$ cat config.mk
export PLATFORM = sky130hd
export DESIGN_NAME = router_fsm
export DESIGN_NICKNAME = d
export VERILOG_FILES = /design/src/rtl/router_fsm.sv
export SDC_FILE = /design/constraint.sdc
export NUM_CORES = 1
export LEC_CHECK = 0
export ABC_AREA = 1
export BUFFER_PORTS_ARGS = -buffer_cell sky130_fd_sc_hd__buf_2
export CAP_MARGIN = 20
export CORE_UTILIZATION = 40
export CTS_CLUSTER_SIZE = 12
export DETAILED_ROUTE_END_ITERATION = 16
export GPL_TIMING_DRIVEN = 0
export PLACE_DENSITY = 0.71
export SLEW_MARGIN = 0
export SYNTH_ARGS = -nofsm -noshare
export SYNTH_HDL_FRONTEND = slang
export SYNTH_SLANG_ARGS = --single-unit
export TNS_END_PERCENT = 10
$ cat constraint.sdc
create_clock -name clock -period 1.55 [get_ports clock]
set_clock_uncertainty 0.2 [all_clocks]
set_input_delay 0.0775 -clock clock [delete_from_list [all_inputs] [get_ports clock]]
set_output_delay 0.0775 -clock clock [all_outputs]
set_load 0.03 [all_outputs]
$ cat src/rtl/router_fsm.sv
// Packet sequencing controller for the 1x3 router: decodes the header address,
// steps through header/payload/parity loading and recovers from full or soft-reset FIFOs.
module router_fsm (
  input  logic       clock,
  input  logic       resetn,
  input  logic       pkt_valid,
  input  logic [1:0] data_in,
  input  logic       parity_done,
  input  logic       low_packet_valid,
  input  logic       fifo_full,
  input  logic       fifo_empty_0,
  input  logic       fifo_empty_1,
  input  logic       fifo_empty_2,
  input  logic       soft_reset_0,
  input  logic       soft_reset_1,
  input  logic       soft_reset_2,
  output logic       detect_add,
  output logic       lfd_state,
  output logic       ld_state,
  output logic       laf_state,
  output logic       full_state,
  output logic       write_enb_reg,
  output logic       rst_int_reg,
  output logic       busy,
  output logic [2:0] state_dbg
);

  typedef enum logic [2:0] {
    DECODE_ADDRESS     = 3'd0,
    LOAD_FIRST_DATA    = 3'd1,
    LOAD_DATA          = 3'd2,
    FIFO_FULL_STATE    = 3'd3,
    LOAD_AFTER_FULL    = 3'd4,
    LOAD_PARITY        = 3'd5,
    CHECK_PARITY_ERROR = 3'd6,
    WAIT_TILL_EMPTY    = 3'd7
  } state_t;

  state_t     state, next_state;
  logic [1:0] addr;
  logic       hdr_empty;
  logic       addr_empty;
  logic       soft_hit;

  // Empty flag of the port named on the bus (header decode) and of the latched port.
  always_comb begin
    hdr_empty  = 1'b0;
    addr_empty = 1'b0;
    soft_hit   = 1'b0;
    case (data_in)
      2'd0:    hdr_empty = fifo_empty_0;
      2'd1:    hdr_empty = fifo_empty_1;
      2'd2:    hdr_empty = fifo_empty_2;
      default: hdr_empty = 1'b0;
    endcase
    case (addr)
      2'd0:    begin addr_empty = fifo_empty_0; soft_hit = soft_reset_0; end
      2'd1:    begin addr_empty = fifo_empty_1; soft_hit = soft_reset_1; end
      2'd2:    begin addr_empty = fifo_empty_2; soft_hit = soft_reset_2; end
      default: begin addr_empty = 1'b0;         soft_hit = 1'b0;         end
    endcase
  end

  always_ff @(posedge clock or negedge resetn) begin
    if (!resetn) begin
      state <= DECODE_ADDRESS;
      addr  <= 2'd0;
    end else begin
      state <= next_state;
      if (state == DECODE_ADDRESS && pkt_valid) addr <= data_in;
    end
  end

  always_comb begin
    next_state = state;
    if (soft_hit) begin
      next_state = DECODE_ADDRESS;
    end else begin
      case (state)
        DECODE_ADDRESS: begin
          if (pkt_valid && data_in != 2'd3)
            next_state = hdr_empty ? LOAD_FIRST_DATA : WAIT_TILL_EMPTY;
        end
        LOAD_FIRST_DATA: next_state = LOAD_DATA;
        LOAD_DATA: begin
          // Full wins over a falling pkt_valid; low_packet_valid carries the parity path later.
          if (fifo_full)       next_state = FIFO_FULL_STATE;
          else if (!pkt_valid) next_state = LOAD_PARITY;
        end
        FIFO_FULL_STATE: begin
          if (!fifo_full) next_state = LOAD_AFTER_FULL;
        end
        LOAD_AFTER_FULL: begin
          if (parity_done)           next_state = DECODE_ADDRESS;
          else if (low_packet_valid) next_state = LOAD_PARITY;
          else                       next_state = LOAD_DATA;
        end
        LOAD_PARITY: next_state = CHECK_PARITY_ERROR;
        CHECK_PARITY_ERROR: begin
          next_state = fifo_full ? FIFO_FULL_STATE : DECODE_ADDRESS;
        end
        WAIT_TILL_EMPTY: begin
          if (addr_empty) next_state = LOAD_FIRST_DATA;
        end
        default: next_state = DECODE_ADDRESS;
      endcase
    end
  end

  always_comb begin
    detect_add    = (state == DECODE_ADDRESS);
    lfd_state     = (state == LOAD_FIRST_DATA);
    ld_state      = (state == LOAD_DATA);
    laf_state     = (state == LOAD_AFTER_FULL);
    full_state    = (state == FIFO_FULL_STATE);
    rst_int_reg   = (state == CHECK_PARITY_ERROR);
    write_enb_reg = (state == LOAD_DATA) || (state == LOAD_PARITY) ||
                    (state == LOAD_AFTER_FULL);
    busy          = (state != DECODE_ADDRESS) && (state != LOAD_DATA);
    state_dbg     = state;
  end

endmodule

# [After elaboration in Yosys (flattened, before gate mapping)]
# Index checks and enable logic that the tools add are counted.
# W data, S select, Z words.
[classes] n_mux=14 reduce_logical=10 n_eq_ne=17
[op_table] op="$mux W3" n=9
[op_table] op="$pmux W3 S8" n=1
[op_table] op="$eq A3 B3 Y1 const B" n=4
[op_table] op="$pmux W1 S3" n=3
[op_table] op="$eq A3 B2 Y1 const B" n=2
[op_table] op="$ne A3 B2 Y1 const B" n=2
[op_table] op="$eq A2 B1 Y1 const B" n=2
[op_table] op="$eq A2 B2 Y1 const B" n=2
[op_table] op="$logic_not A2 Y1" n=2
[op_table] op="$ne A4 B3 Y1 const B" n=1
[op_table] op="$reduce_and A4 Y1" n=1
[op_table] op="$eq A3 B1 Y1 const B" n=1
[op_table] op="$logic_and A1 B1 Y1" n=3
[op_table] op="$logic_not A3 Y1" n=1
[op_table] op="$ne A3 B1 Y1 const B" n=1
[op_table] op="$ne A3 B3 Y1 const B" n=1
[op_table] op="$reduce_bool A3 Y1" n=1
[op_table] op="$logic_or A1 B1 Y1" n=2
[op_table] op="$mux W2" n=1
[op_table] op="$ne A2 B2 Y1 const B" n=1
[word_totals] output_inout_bits=11 inputBits=14 regBits=5 word_cells=43

# [Logic depth before layout (Yosys ltp)]
[logic_depth] depth_word=6 depth_mapped=8 depth_no_buf=8

# [Least setup slack after synthesis]
# OpenSTA, ideal clock, no wires.
[synth_path] path_type="flip-flop to flip-flop" from="register state[2], in the netlist state_dbg[2]" to="register state[0], in the netlist state_dbg[0]" required_ns=1.283 synth_period_minus_slack_ns=1.812 setup_time_ns=0.067 slack_ns=-0.262 arrival_time_ns=1.545 stages_incl_launch_ff=7 n_path_buf=0 cell_sequence="dfrtp_1 -> inv_2 -> nor3_2 -> nand3_2 -> nand3_1 -> nand3_1 -> nand2_1"
[synth_via] elab_chain_len=3 elab_cells_between_ends=15 cone_classes="eq/ne (11); mux (2); reduce/logical (2)"
[synth_lines] item="from (decl)" line="39" rtl="state_t state, next_state;"
[synth_lines] item="from (signal assigned)" line="69" rtl="state <= next_state;"
[synth_lines] item="$eq A3 B3 Y1"
[synth_lines] item="via laf_state" line="20" rtl="output logic laf_state,"
[synth_lines] item="$pmux W3 S8" line="79" rtl="case (state)"
[synth_lines] item="$mux W3" line="76" rtl="if (soft_hit) begin"
# The timed path passes the listed nets, and every way through them passes these cells.
# A chain may end at the register's enable or synchronous reset.

# [Final worst setup path]
[layout_path] from="register state[0], in the netlist state_dbg[0]" to="output write_enb_reg"
[layout_via] elab_chain_len=3 elab_cells_between_ends=5 cone_classes="eq/ne (3); reduce/logical (2)"
[layout_lines] item="$eq A3 B2 Y1 / $eq A3 B3 Y1 (equally long branches)" line="117" rtl="write_enb_reg = (state == LOAD_DATA) || (state == LOAD_PARITY) ||"
[layout_lines] item="$logic_or A1 B1 Y1" line="117"
[layout_lines] item="$logic_or A1 B1 Y1 *" line="117"
[layout_lines] item="to (decl)" line="22" rtl="output logic write_enb_reg,"
# Every way passes the cells marked *; elsewhere a longest branch is shown, timed or not.

==> impl_metrics.json <==
{
  "status": "complete, no violations",
  "r2r_slack_ps": 40,
  "num_vias": 709,
  "syn_inst": 88,
  "port_buffers": 24,
  "holdCritPathClass": "primary input to register",
  "ir_worst_vdd_v": 0.000820,
  "worstSetupStartpointType": "register",
  "routed_wl_mm": 1.40,
  "grt_overflow_total": 0,
  "drive_gt1_share_pct": 42.9,
  "finalPower_mw": 1.65,
  "postPlaceCellArea_um2": 672,
  "ios": 25,
  "hold_viol": 0,
  "die_width_um": 38.3,
  "avgSynthCellArea_um2": 5.99,
  "nets": 141,
  "die_h_um": 38.3,
  "critPathMaxFanout": 7,
  "drv_cap": 0,
  "synth_cell_types": 16,
  "postLayoutCellArea_um2": 831,
  "post-dp-hpwl_mm": 1.08,
  "synth_top_area_cell": "dfrtp_1",
  "critical_path.reg2reg.startpoint": "state_dbg[0]$_DFFE_PN0P_",
  "ys_warn_count": 0,
  "clk_latency_ps": 240,
  "grt_pass1_wl_mm": 2.42,
  "design.core.area_um2": 1170,
  "tightest_slew_ps": 231,
  "first_pass_iters": 4,
  "ant_nets": 0,
  "drc": 0,
  "min_from": "pkt_valid",
  "post-route-util_pct": 70.9,
  "drt_iter0_markers": 12,
  "power_density_nw_per_um2": 1990,
  "cts_tree": "done",
  "syn_to_final_growth_pct": 57.7,
  "grt_max_degree": 10,
  "reg2reg_to": "state_dbg[1]$_DFFE_PN0P_",
  "max_freq_ghz": 0.662,
  "max-slew-margin-rel_pct": 84.5,
  "critPathCaptureType": "primary output",
  "n_antenna_cell": 0,
  "cp.arrival_ps": 1230,
  "syn-num-nets": 102,
  "cts-htree-levels": 1,
  "start_util_pct": 45.0,
  "clkSinkCount": 5,
  "antenna_found_initial": 0,
  "gp_congestion": 0.756,
  "rsz0062_at_grt": "yes",
  "required_ps": 1270,
  "clockRootBuffer": "clkbuf_4",
  "setup_viol": 0,
  "ys_seq_area_share_pct": 23.8,
  "cts_made_buffers": 3,
  "crit_type": "register to primary output",
  "clockBufferDepth": 2,
  "die_area_um2": 1470,
  "vias_per_cell": 5.06,
  "cts.clk_slew.worst_paths_ps": 50,
  "cellLeakagePower_nw": 0.457,
  "synth-seq-cells": 5,
  "grt_pass1_vias": 634,
  "worstHoldPathCells": 3,
  "synth_top_area_share_pct": 23.8,
  "wl_per_cell_um": 10.0,
  "rows": 12,
  "fin_crit_sh_pct": 97.5,
  "synth_area_leaders": "dfrtp_1, nand3_1, nand2_1, inv_1, nor2_1",
  "groute.usage.overall_pct": 22.9,
  "synth_area_um2": 527,
  "min_period_ps": 1510,
  "holdPathEnd": "addr[0]$_DFFE_PN0P_",
  "reg2reg_depth": 7,
  "slew_viol_final": 0
}
## cell families (layout without fill, tap and decap cells)
kind of cell | after synthesis | after routing | share of synthesized area, %
flops | 5 | 5 | 23.8
compound gates | 5 | 5 | 5.46
buf+inv | 16 | 54 | 11.4
simple gates | 62 | 62 | 59.4
## cell type report
type	count	area (µm²)
Clock buffer	4	26.3
Timing Repair Buffer	34	231
Tap cell	14	17.5
Multi-Input combinational cell	67	365
Inverter	16	62.6
Fill cell	107	340
Sequential cell	5	128
## worst max-delay path by stage
stage / slack, ps / end / cells past startpoint / start
final: 40 / write_enb_reg / 4 / state_dbg[0]$_DFFE_PN0P_
after global routing: -40 / state_dbg[1]$_DFFE_PN0P_ / 7 / state_dbg[0]$_DFFE_PN0P_
after CTS: 7 / write_enb_reg / 5 / state_dbg[1]$_DFFE_PN0P_
after detailed placement: 30 / state_dbg[2]$_DFFE_PN0P_ / 7 / state_dbg[1]$_DFFE_PN0P_
after global placement: 50 / state_dbg[2]$_DFFE_PN0P_ / 7 / state_dbg[1]$_DFFE_PN0P_
after floorplan: -140 / addr[1]$_DFFE_PN0P_ / 6 / state_dbg[1]$_DFFE_PN0P_
## cell usage in the layout, fill, tap and decap left out, drive strengths merged, types with 3 or more instances in the layout
cell type	instances
buf	29
nor2	14
nand3	25
o21ai	3
nand2	19
clkbuf	5
inv	15
nand4	3
dfrtp	5
dlygate4sd3	4
## worst max-delay path: stages, from the launching register on
cell and delay (ps):
dfrtp_2 490, nor2_4 180, nand2_2 90, o21ai_1 80, buf_4 170
## cell usage after synthesis
master and number:
clkinv_1 1, nor2_1 10, a21oi_1 1, nand2_1 17, nor3_2 1, inv_2 4, o21ai_0 3, nand3_1 23
dfrtp_1 5, nand4_1 3, nor2_2 2, nand3_2 2, nor2_4 2, nand2_2 2, a21oi_2 1, inv_1 11
## stage by stage
step / TNS, ps / instances / setup WS [ps] / hold slack (ps)
6_report: 0 / 140 / 38.6 / 3.71
5_1_grt: -113 / 140 / -42.7 / 23.1
4_1_cts: 0 / 138 / 6.94 / 2.98
3_5_place_dp: 0 / 126 / 31.1 / -303
3_3_place_gp: 0 / 126 / 46.1 / -310
2_1_floorplan: -630 / 88 / -139 / -418
## power breakdown
part	switching [mW]	total [mW]	internal, mW	leakage (nW)
Sequential	0.102	0.296	0.194	0.0610
Combinational	0.754	1.21	0.457	0.381
Clock	0.0515	0.149	0.0972	0.0150
Total	0.907	1.65	0.748	0.457
## layer usage
metal	track usage, %	share of wire (%)
met5	0	0
met2	42.8	51
met1	27.9	46
met4	2.68	0
met3	3.49	3.3
## sequential cells by signal (all words and copies together) (netlist names)
register,cells
state_dbg,3
addr,2
## timing repair
action                                 CTS  global route
setup endpoints to repair                6             9
setup buffers                            4             2
resized for setup                        6            14
pin swaps                                1             6
endpoints found under the hold margin    7             0
hold buffers                             4             0
No activity file was read; power rests on OpenSTA's default activity.
